[src/rtl/mips_debug_frame_server.sv]
// mips_debug_frame_server
// MIPS-side responder of the debug request channel. A one-cycle request code
// selects a register, the PC, a data/instruction memory word or a pipeline
// latch group. The block fetches it and streams it back as NB_REG-bit frames,
// most-significant word first, then emits a one-cycle end-of-data strobe.
//
// Ports:
//   i_clock, i_reset        clock, synchronous active-high reset
//   i_request_select        request code, 6'b111111 = no request
//   i_mem_addr              memory address accompanying a memory request
//   i_latch_bus             8 latch groups, group k at [(k+1)*NB_LATCH-1 -: NB_LATCH]
//   i_pc                    current PC
//   o_reg_addr/i_reg_data   regfile read port
//   o_data_mem_addr/i_data_mem_data    data memory read port
//   o_instr_mem_addr/i_instr_mem_data  instruction memory read port
//   o_frame, o_frame_valid  payload word and its qualifier
//   o_eod                   one-cycle end-of-data strobe
//   o_busy                  request in progress
module mips_debug_frame_server #(
    parameter int NB_REG        = 32,
    parameter int NB_ADDR_DATA  = 16,
    parameter int NB_INSTR_ADDR = 9,
    parameter int NB_LATCH      = 96,
    parameter int RD_LATENCY    = 1
) (
    input  logic                      i_clock,
    input  logic                      i_reset,
    input  logic [5:0]                i_request_select,
    input  logic [NB_ADDR_DATA-1:0]   i_mem_addr,
    input  logic [8*NB_LATCH-1:0]     i_latch_bus,
    input  logic [NB_REG-1:0]         i_pc,
    output logic [4:0]                o_reg_addr,
    input  logic [NB_REG-1:0]         i_reg_data,
    output logic [NB_ADDR_DATA-1:0]   o_data_mem_addr,
    input  logic [NB_REG-1:0]         i_data_mem_data,
    output logic [NB_INSTR_ADDR-1:0]  o_instr_mem_addr,
    input  logic [NB_REG-1:0]         i_instr_mem_data,
    output logic [NB_REG-1:0]         o_frame,
    output logic                      o_frame_valid,
    output logic                      o_eod,
    output logic                      o_busy
);

    localparam int N_WORDS = NB_LATCH / NB_REG;
    localparam int NB_CNT  = $clog2(N_WORDS + 1);
    localparam int NB_WAIT = (RD_LATENCY > 1) ? $clog2(RD_LATENCY) : 1;

    localparam logic [NB_WAIT-1:0] WAIT_LAST = NB_WAIT'(RD_LATENCY - 1);
    localparam logic [5:0] CODE_NONE        = 6'b111111;
    localparam logic [5:0] CODE_DMEM        = 6'b100000;
    localparam logic [5:0] CODE_IMEM        = 6'b100001;
    localparam logic [5:0] CODE_PC          = 6'b100010;
    localparam logic [5:0] CODE_LATCH_FIRST = 6'b100100;
    localparam logic [5:0] CODE_LATCH_LAST  = 6'b101011;

    typedef enum logic [1:0] {
        IDLE = 2'd0,
        WAIT = 2'd1,
        SEND = 2'd2,
        DONE = 2'd3
    } state_t;

    state_t                     state_r;
    logic [5:0]                 code_r;
    logic [4:0]                 reg_addr_r;
    logic [NB_ADDR_DATA-1:0]    dmem_addr_r;
    logic [NB_INSTR_ADDR-1:0]   imem_addr_r;
    logic [NB_LATCH-1:0]        snap_r;
    logic                       from_snap_r;
    logic [NB_LATCH-1:0]        shift_r;
    logic [NB_CNT-1:0]          words_r;
    logic [NB_CNT-1:0]          cnt_r;
    logic [NB_WAIT-1:0]         wait_r;

    logic                       accept_s;
    logic                       is_latch_s;
    logic [2:0]                 latch_idx_s;
    logic [NB_LATCH-1:0]        snap_sel_s;
    logic [NB_REG-1:0]          load_word_s;
    logic [NB_LATCH-1:0]        load_s;
    logic [NB_LATCH-1:0]        shifted_s;
    logic [NB_CNT-1:0]          cnt_next_s;

    // Number of payload words for a request code; 0 marks an invalid code.
    function automatic logic [NB_CNT-1:0] payload_words(input logic [5:0] code);
        logic [NB_CNT-1:0] words;
        if (!code[5]) begin
            words = NB_CNT'(1);
        end else if (code == CODE_DMEM || code == CODE_IMEM || code == CODE_PC) begin
            words = NB_CNT'(1);
        end else if (code >= CODE_LATCH_FIRST && code <= CODE_LATCH_LAST) begin
            words = NB_CNT'(N_WORDS);
        end else begin
            words = {NB_CNT{1'b0}};
        end
        return words;
    endfunction

    assign accept_s    = (state_r == IDLE) && !i_reset && (i_request_select != CODE_NONE);
    assign is_latch_s  = (i_request_select >= CODE_LATCH_FIRST) && (i_request_select <= CODE_LATCH_LAST);
    // Codes 36..43 have low bits 4,5,6,7,0,1,2,3, so k = low3 - 4 (mod 8).
    assign latch_idx_s = i_request_select[2:0] - 3'd4;

    // Address outputs track the incoming request while idle, then hold.
    assign o_reg_addr       = accept_s ? i_request_select[4:0] : reg_addr_r;
    assign o_data_mem_addr  = accept_s ? i_mem_addr : dmem_addr_r;
    assign o_instr_mem_addr = accept_s ? i_mem_addr[NB_INSTR_ADDR-1:0] : imem_addr_r;

    // Source selection for the snapshot and for the shift-register load.
    always_comb begin
        snap_sel_s  = NB_LATCH'(i_pc) << (NB_LATCH - NB_REG);
        load_word_s = {NB_REG{1'b0}};
        if (is_latch_s) begin
            snap_sel_s = i_latch_bus[latch_idx_s*NB_LATCH +: NB_LATCH];
        end else begin
            snap_sel_s = NB_LATCH'(i_pc) << (NB_LATCH - NB_REG);
        end
        if (!code_r[5]) begin
            load_word_s = i_reg_data;
        end else begin
            case (code_r)
                CODE_DMEM: load_word_s = i_data_mem_data;
                CODE_IMEM: load_word_s = i_instr_mem_data;
                default:   load_word_s = {NB_REG{1'b0}};
            endcase
        end
        if (from_snap_r) begin
            load_s = snap_r;
        end else begin
            load_s = NB_LATCH'(load_word_s) << (NB_LATCH - NB_REG);
        end
        shifted_s  = shift_r << NB_REG;
        cnt_next_s = cnt_r + NB_CNT'(1);
    end

    // Request FSM with registered frame/strobe/busy outputs.
    always_ff @(posedge i_clock) begin
        if (i_reset) begin
            state_r       <= IDLE;
            code_r        <= 6'd0;
            reg_addr_r    <= 5'd0;
            dmem_addr_r   <= {NB_ADDR_DATA{1'b0}};
            imem_addr_r   <= {NB_INSTR_ADDR{1'b0}};
            snap_r        <= {NB_LATCH{1'b0}};
            from_snap_r   <= 1'b0;
            shift_r       <= {NB_LATCH{1'b0}};
            words_r       <= {NB_CNT{1'b0}};
            cnt_r         <= {NB_CNT{1'b0}};
            wait_r        <= {NB_WAIT{1'b0}};
            o_frame       <= {NB_REG{1'b0}};
            o_frame_valid <= 1'b0;
            o_eod         <= 1'b0;
            o_busy        <= 1'b0;
        end else begin
            case (state_r)
                IDLE: begin
                    o_frame       <= {NB_REG{1'b0}};
                    o_frame_valid <= 1'b0;
                    o_eod         <= 1'b0;
                    if (accept_s) begin
                        code_r      <= i_request_select;
                        reg_addr_r  <= i_request_select[4:0];
                        dmem_addr_r <= i_mem_addr;
                        imem_addr_r <= i_mem_addr[NB_INSTR_ADDR-1:0];
                        snap_r      <= snap_sel_s;
                        from_snap_r <= is_latch_s || (i_request_select == CODE_PC);
                        words_r     <= payload_words(i_request_select);
                        wait_r      <= {NB_WAIT{1'b0}};
                        cnt_r       <= {NB_CNT{1'b0}};
                        o_busy      <= 1'b1;
                        state_r     <= WAIT;
                    end else begin
                        o_busy <= 1'b0;
                    end
                end
                WAIT: begin
                    if (wait_r == WAIT_LAST) begin
                        shift_r <= load_s;
                        cnt_r   <= {NB_CNT{1'b0}};
                        if (words_r == {NB_CNT{1'b0}}) begin
                            o_eod   <= 1'b1;
                            state_r <= DONE;
                        end else begin
                            o_frame       <= load_s[NB_LATCH-1 -: NB_REG];
                            o_frame_valid <= 1'b1;
                            state_r       <= SEND;
                        end
                    end else begin
                        wait_r <= wait_r + NB_WAIT'(1);
                    end
                end
                SEND: begin
                    cnt_r   <= cnt_next_s;
                    shift_r <= shifted_s;
                    if (cnt_next_s == words_r) begin
                        o_frame       <= {NB_REG{1'b0}};
                        o_frame_valid <= 1'b0;
                        o_eod         <= 1'b1;
                        state_r       <= DONE;
                    end else begin
                        o_frame <= shifted_s[NB_LATCH-1 -: NB_REG];
                    end
                end
                DONE: begin
                    o_eod   <= 1'b0;
                    o_busy  <= 1'b0;
                    state_r <= IDLE;
                end
                default: begin
                    state_r <= IDLE;
                end
            endcase
        end
    end

endmodule

[config.mk]
export PLATFORM = sky130hd
export DESIGN_NAME = mips_debug_frame_server
export DESIGN_NICKNAME = d
export VERILOG_FILES = /design/src/rtl/mips_debug_frame_server.sv
export SDC_FILE = /design/constraint.sdc
export NUM_CORES = 1
export LEC_CHECK = 0
export BUFFER_PORTS_ARGS = -buffer_cell sky130_fd_sc_hd__buf_2
export CORE_AREA = 2 2 381 383
export CTS_CLUSTER_SIZE = 25
export DETAILED_ROUTE_END_ITERATION = 12
export DIE_AREA = 0 0 383 385
export GPL_ROUTABILITY_DRIVEN = 1
export HOLD_SLACK_MARGIN = 0.02
export PLACE_DENSITY = 0.36
export SETUP_SLACK_MARGIN = 0.3
export SYNTH_ARGS = -nofsm -noshare
export SYNTH_HDL_FRONTEND = slang
export SYNTH_SLANG_ARGS = --single-unit
[constraint.sdc]
create_clock -name i_clock -period 5.9 [get_ports i_clock]
set_clock_uncertainty 0.05 [all_clocks]
set_input_delay 0.59 -clock i_clock [delete_from_list [all_inputs] [get_ports i_clock]]
set_output_delay 0.59 -clock i_clock [all_outputs]
set_load 0.01 [all_outputs]
* Word-level counts from Yosys, hierarchy flattened *
Index checks and enable logic that the tools add are counted.

operators by class
  multiplexer cells = 37
  equal/unequal tests = 15
  reductions and logical operators = 22
  multipliers = 1
  $lt $le $gt $ge = 2
  add/subtract/negate cells = 3
  shifts and indexed selects = 1

operator list
  cell                   count
  $shiftx A768 B11 Y96   1
  $mux W96               2
  $mux W32               4
  $pmux W64 S2           1
  $pmux W32 S3           1
  $mux W64               1
  $pmux W32 S2           1
  $eq A6 B6 Y1 const B   5
  $mux W16               1
  $mux W2                8
  $reduce_and A3 Y1      4
  $mux W1                10
  $ne A2 B2 Y1 const B   5
  $mux W9                1
  $pmux W2 S4            1
  $ge A6 B6 Y1 const B   1
  $le A6 B6 Y1 const B   1
  $ne A6 B6 Y1 const B   1
  $pmux W1 S3            2
  $pmux W2 S3            1
  $reduce_and A2 Y1      3
  $reduce_bool A2 Y1     3
  $mul A3 B2 Y5 const B  1
  $mux W5                1
  other kinds (14)       21

storage, ports and cells
  input bits = 920
  output and inout port bits = 65
  register bits = 239

* Logic depth before layout (Yosys ltp) *
  depth in word-level cells = 7
  gate-level depth with buffers = 9
  gate-level depth less buffers = 6

* Worst setup path before layout *
OpenSTA, ideal clock, no wires.

  path type = input port to output port
  start = in i_request_select[1]
  end = out o_data_mem_addr[0]
  required time = 5260 ps
  path slack = 3451 ps
  stages on the path = 8
  arrival = 1809 ps
  cell sequence = buf_2 > buf_6 > nand2_1 > buf_4 > o211ai_1 > buf_2 > nand2_1 > nand2_1

between the ends
  cells in the longest elaborated chain, start to end = 3

RTL lines
  element              RTL line  source
  start, declared      28        input logic [5:0] i_request_select,
  $ne A6 B6 Y1         99        assign accept_s = (state_r == IDLE) && !i_reset && (i_request_select != CODE_NONE);
  $logic_and A1 B1 Y1  99
  $mux W16             n/a
  end, declared        34        output logic [NB_ADDR_DATA-1:0] o_data_mem_addr,

No other way between the ends.

* Worst setup path in the final report *
  start = in i_request_select[1]
  end = out o_reg_addr[1]

between the ends
  cells in the longest elaborated chain, start to end = 3

RTL lines
  element              RTL line  source
  $ne A6 B6 Y1         99
  $logic_and A1 B1 Y1  99
  $mux W5 (*)          n/a
  end, declared        32        output logic [4:0] o_reg_addr,

Mark *: on every way between the ends. The rest lies on a longest branch, timed or not.

==> impl_metrics.py <==
metrics = {
    "outcome": {
        "status": "completed",
    },
    "job": {
        "cap_violations": 0,
    },
    "die": {
        "design.die.area_um2": 147000,
        "ios": 985,
        "start_util": 0.118,
        "num_rows": 139,
        "die_w_um": 383,
        "core_area_um2": 143000,
        "dieHeight_um": 385,
    },
    "sta": {
        "max_slew_margin": 0.267,
        "setup_viol": 0,
        "tightest_slew_ns": 1.10,
        "drv_slew": 0,
        "finalCriticalPeriod_ns": 3.54,
        "setup_tns_ns": 0,
        "clock.fmax_mhz": 283,
        "fin_crit_sh": 0.600,
        "hold_viol": 0,
        "rsz0062_at_grt": "false",
        "fin_hold_ws_ns": 0.190,
    },
    "layout": {
        "fin_cells": 4730,
        "fill_cells": 16400,
        "final_nets": 3713,
        "syn_to_final_growth_pct": 47.1,
        "drive_above_1_share": 0.426,
    },
    "clock_network": {
        "clk_pin_slew_worst_paths_ns": 0.05,
        "ctsHoldBuffers": 0,
        "clk_latency_ns": 0.61,
        "clock_sinks": 238,
        "htreeDepth": 2,
        "root_buffer": "clkbuf_16",
        "cts_tree": "built",
        "cts_buffers": 38,
        "clock_path_buffers": 3,
        "cts_setup_buffers": 0,
        "cts.repair.resized": 0,
    },
    "yosys": {
        "synth_xor_xnor_area_share": 0.00103,
        "synth_top_family_by_area": "compound AO/OA/AOI/OAI gates",
        "ys_ff_latch": 238,
        "synth_top_area_frac": 0.281,
        "syn-num-nets": 2882,
        "yosys_warnings": 0,
        "synth.most_common_cell": "dfxtp_1",
        "netlist_area_um2": 16900,
        "synth_compound_area_frac": 0.326,
        "synthFlopType": "dfxtp_1",
        "synthAdderAreaFrac": 0.00369,
        "async_flop_share": 0,
        "synth.avg_cell_area_um2": 8.65,
        "synth.top_cells.by_count": "dfxtp_1, mux2i_1, a21oi_1",
        "seq_area_frac_synth": 0.281,
        "postSynthCellCount": 1957,
        "synth_cell_type_count": 64,
        "yosys-top-cells-area": "dfxtp_1, mux2i_1, o2bb2ai_1",
        "yosys.area_share.simple": 0.129,
        "synth_area_leader_cell": "dfxtp_1",
        "synth_mux_area_frac": 0.181,
        "synth_edf_count": 0,
    },
    "power_and_ir_drop": {
        "p_seq_frac": 0.292,
        "p_sw_frac": 0.419,
        "leakage_nw": 10.7,
        "p_sw_mw": 3.14,
        "power.internal_mw": 4.34,
        "peakVddDrop_mv": 0.188,
        "clkPwrFrac": 0.331,
        "power_frac_comb": 0.377,
        "powerDensity_nw_per_um2": 300,
    },
    "setup_path": {
        "startpoint_type": "primary input",
        "critical_path.top_delay_family": "buffers and inverters",
        "worst_ep_arrival_time_ns": 2.90,
        "cp_slowest_cell": "clkinv_2",
        "crit_chain": "buf_8, clkinv_2, o21ai_0, buf_2",
        "path_max_fanout": 68,
        "path_buf_inv": 3,
        "cp_slowest_stage_delay_ns": 0.96,
        "worstSetupEndpointType": "output pin",
        "required_ns": 5.26,
        "worst-r2r-cell-count": 5,
        "reg2reg_slack_ns": 2.66,
        "reg2reg_to": "o_frame[17]",
        "r2r_start": "code_r[5]",
        "worstSetupPathType": "primary input to output pin",
    },
    "place": {
        "placed_cells": 4651,
        "place.gp.congestion": 0.856,
        "portBuffers": 984,
        "dp_hpwl_mm": 104,
    },
    "global_routing": {
        "grt_max_degree": 121,
        "grt_pass1_wl_mm": 169,
        "first_global_vias": 20000,
        "grt_antenna_before_repair": 79,
        "track_usage": 0.166,
        "grt.overflow.total": 0,
    },
    "route": {
        "vias": 19600,
        "final_antenna_net_count": 0,
        "dr.pass1.iters": 5,
        "drt-initial-drc-count": 919,
        "via_per_inst": 4.14,
        "drc": 0,
        "drt_wl_total_mm": 128,
        "wire_per_inst_um": 27.1,
    },
    "min_path": {
        "hold_start": "i_mem_addr[10]",
        "hp-class": "primary input to flip-flop",
        "holdPathEnd": "dmem_addr_r[10]",
        "hold_path_depth": 3,
    },
}
==> layout make-up <==
| cell class | count | area (µm²) | share of cell area |
|---|---|---|---|
| Sequential cell | 238 | 4770 | 0.191 |
| Clock inverter | 17 | 262 | 0.0105 |
| Tap cell | 1903 | 2380 | 0.0956 |
| Timing Repair Buffer | 1016 | 5220 | 0.210 |
| Multi-Input combinational cell | 1436 | 11000 | 0.440 |
| Inverter | 58 | 223 | 0.00894 |
| Clock buffer | 51 | 1070 | 0.0430 |
| Antenna cell | 11 | 27.5 | 0.00111 |
==> kinds of logic after synthesis <==
family / Yosys count
AOI/OAI and AO/OA: 701
xor gates and xnor gates: 2
adders and majority gates: 5
buffers and inverters: 283
DFF: 238
muxes: 269
and+or+nand+nor: 459
==> tightest hold or removal path: cells and delay by family <==
| family | cells | cell delay, ns |
|---|---|---|
| compound gates | 1 | 0.05 |
| buf+inv | 1 | 0.11 |
| simple gates | 1 | 0.05 |
==> stage by stage <==
step / instance area, µm² / power [mW] / setup slack, ns / utilization
global placement: 23500 / 5.15 / 2.21 / 0.165
detailed placement: 23500 / 5.14 / 2.22 / 0.165
CTS: 24900 / 7.70 / 2.22 / 0.174
finish: 24900 / 7.48 / 2.36 / 0.174
floorplan: 16900 / 3.66 / 3.45 / -
global route: 24900 / 7.94 / 2.23 / 0.174
==> layout by cell type, fill, tap and decap left out, drive strengths merged, types with 7 or more instances in the layout <==
| cell type | instances |
|---|---|
| mux4 | 26 |
| o22ai | 9 |
| a21oi | 155 |
| mux2i | 208 |
| a221o | 41 |
| a311oi | 32 |
| o211ai | 14 |
| a211oi | 111 |
| inv | 59 |
| a21boi | 39 |
| nand4 | 15 |
| o221ai | 28 |
| nand2 | 146 |
| dfxtp | 238 |
| nand3 | 47 |
| o22a | 17 |
| buf | 1015 |
| a221oi | 70 |
| nor2b | 69 |
| and3 | 33 |
| o31ai | 7 |
| clkinv | 10 |
| clkbuf | 52 |
| nand2b | 7 |
| mux2 | 35 |
| o2bb2ai | 115 |
| o21ai | 11 |
| o2111ai | 12 |
| a32oi | 12 |
| diode | 11 |
| nor2 | 122 |
| a2bb2oi | 14 |
==> how the worst max path moves through the flow <==
| stage | start | end | depth (start not counted) |
|---|---|---|---|
| 3_5_place_dp | i_request_select[1] | o_reg_addr[1] | 4 |
| 2_1_floorplan | i_request_select[1] | o_data_mem_addr[0] | 8 |
| 4_1_cts | i_request_select[1] | o_reg_addr[1] | 4 |
| 5_1_grt | i_request_select[1] | o_reg_addr[1] | 4 |
| 3_3_place_gp | i_request_select[1] | o_reg_addr[1] | 4 |
| 6_report | i_request_select[1] | o_reg_addr[1] | 4 |
==> per-layer routing <==
metal / up-vias / routed length (µm) / GRT usage
met3: 187 / 7430 / 0.0333
met5: - / 241 / 0
met1: 9335 / 50700 / 0.192
met4: 36 / 2610 / 0.0305
li1: 9234 / - / -
met2: 791 / 67100 / 0.314
==> registers in the layout, indices dropped and copies added, names as in the netlist, 5 cells and up <==
name / count
shift_r: 64
o_frame: 32
imem_addr_r: 9
snap_r: 96
dmem_addr_r: 16
code_r: 6
reg_addr_r: 5
==> power by group through the flow <==
stage	clock network [mW]	registers (mW)	logic [mW]
finish	2.47	2.18	2.82
floorplan	0	2.04	1.62
detailed placement	0	2.23	2.91
CTS	2.58	2.20	2.91
global route	2.63	2.22	3.08
global placement	0	2.24	2.91
No activity file was read; power rests on OpenSTA's default activity.
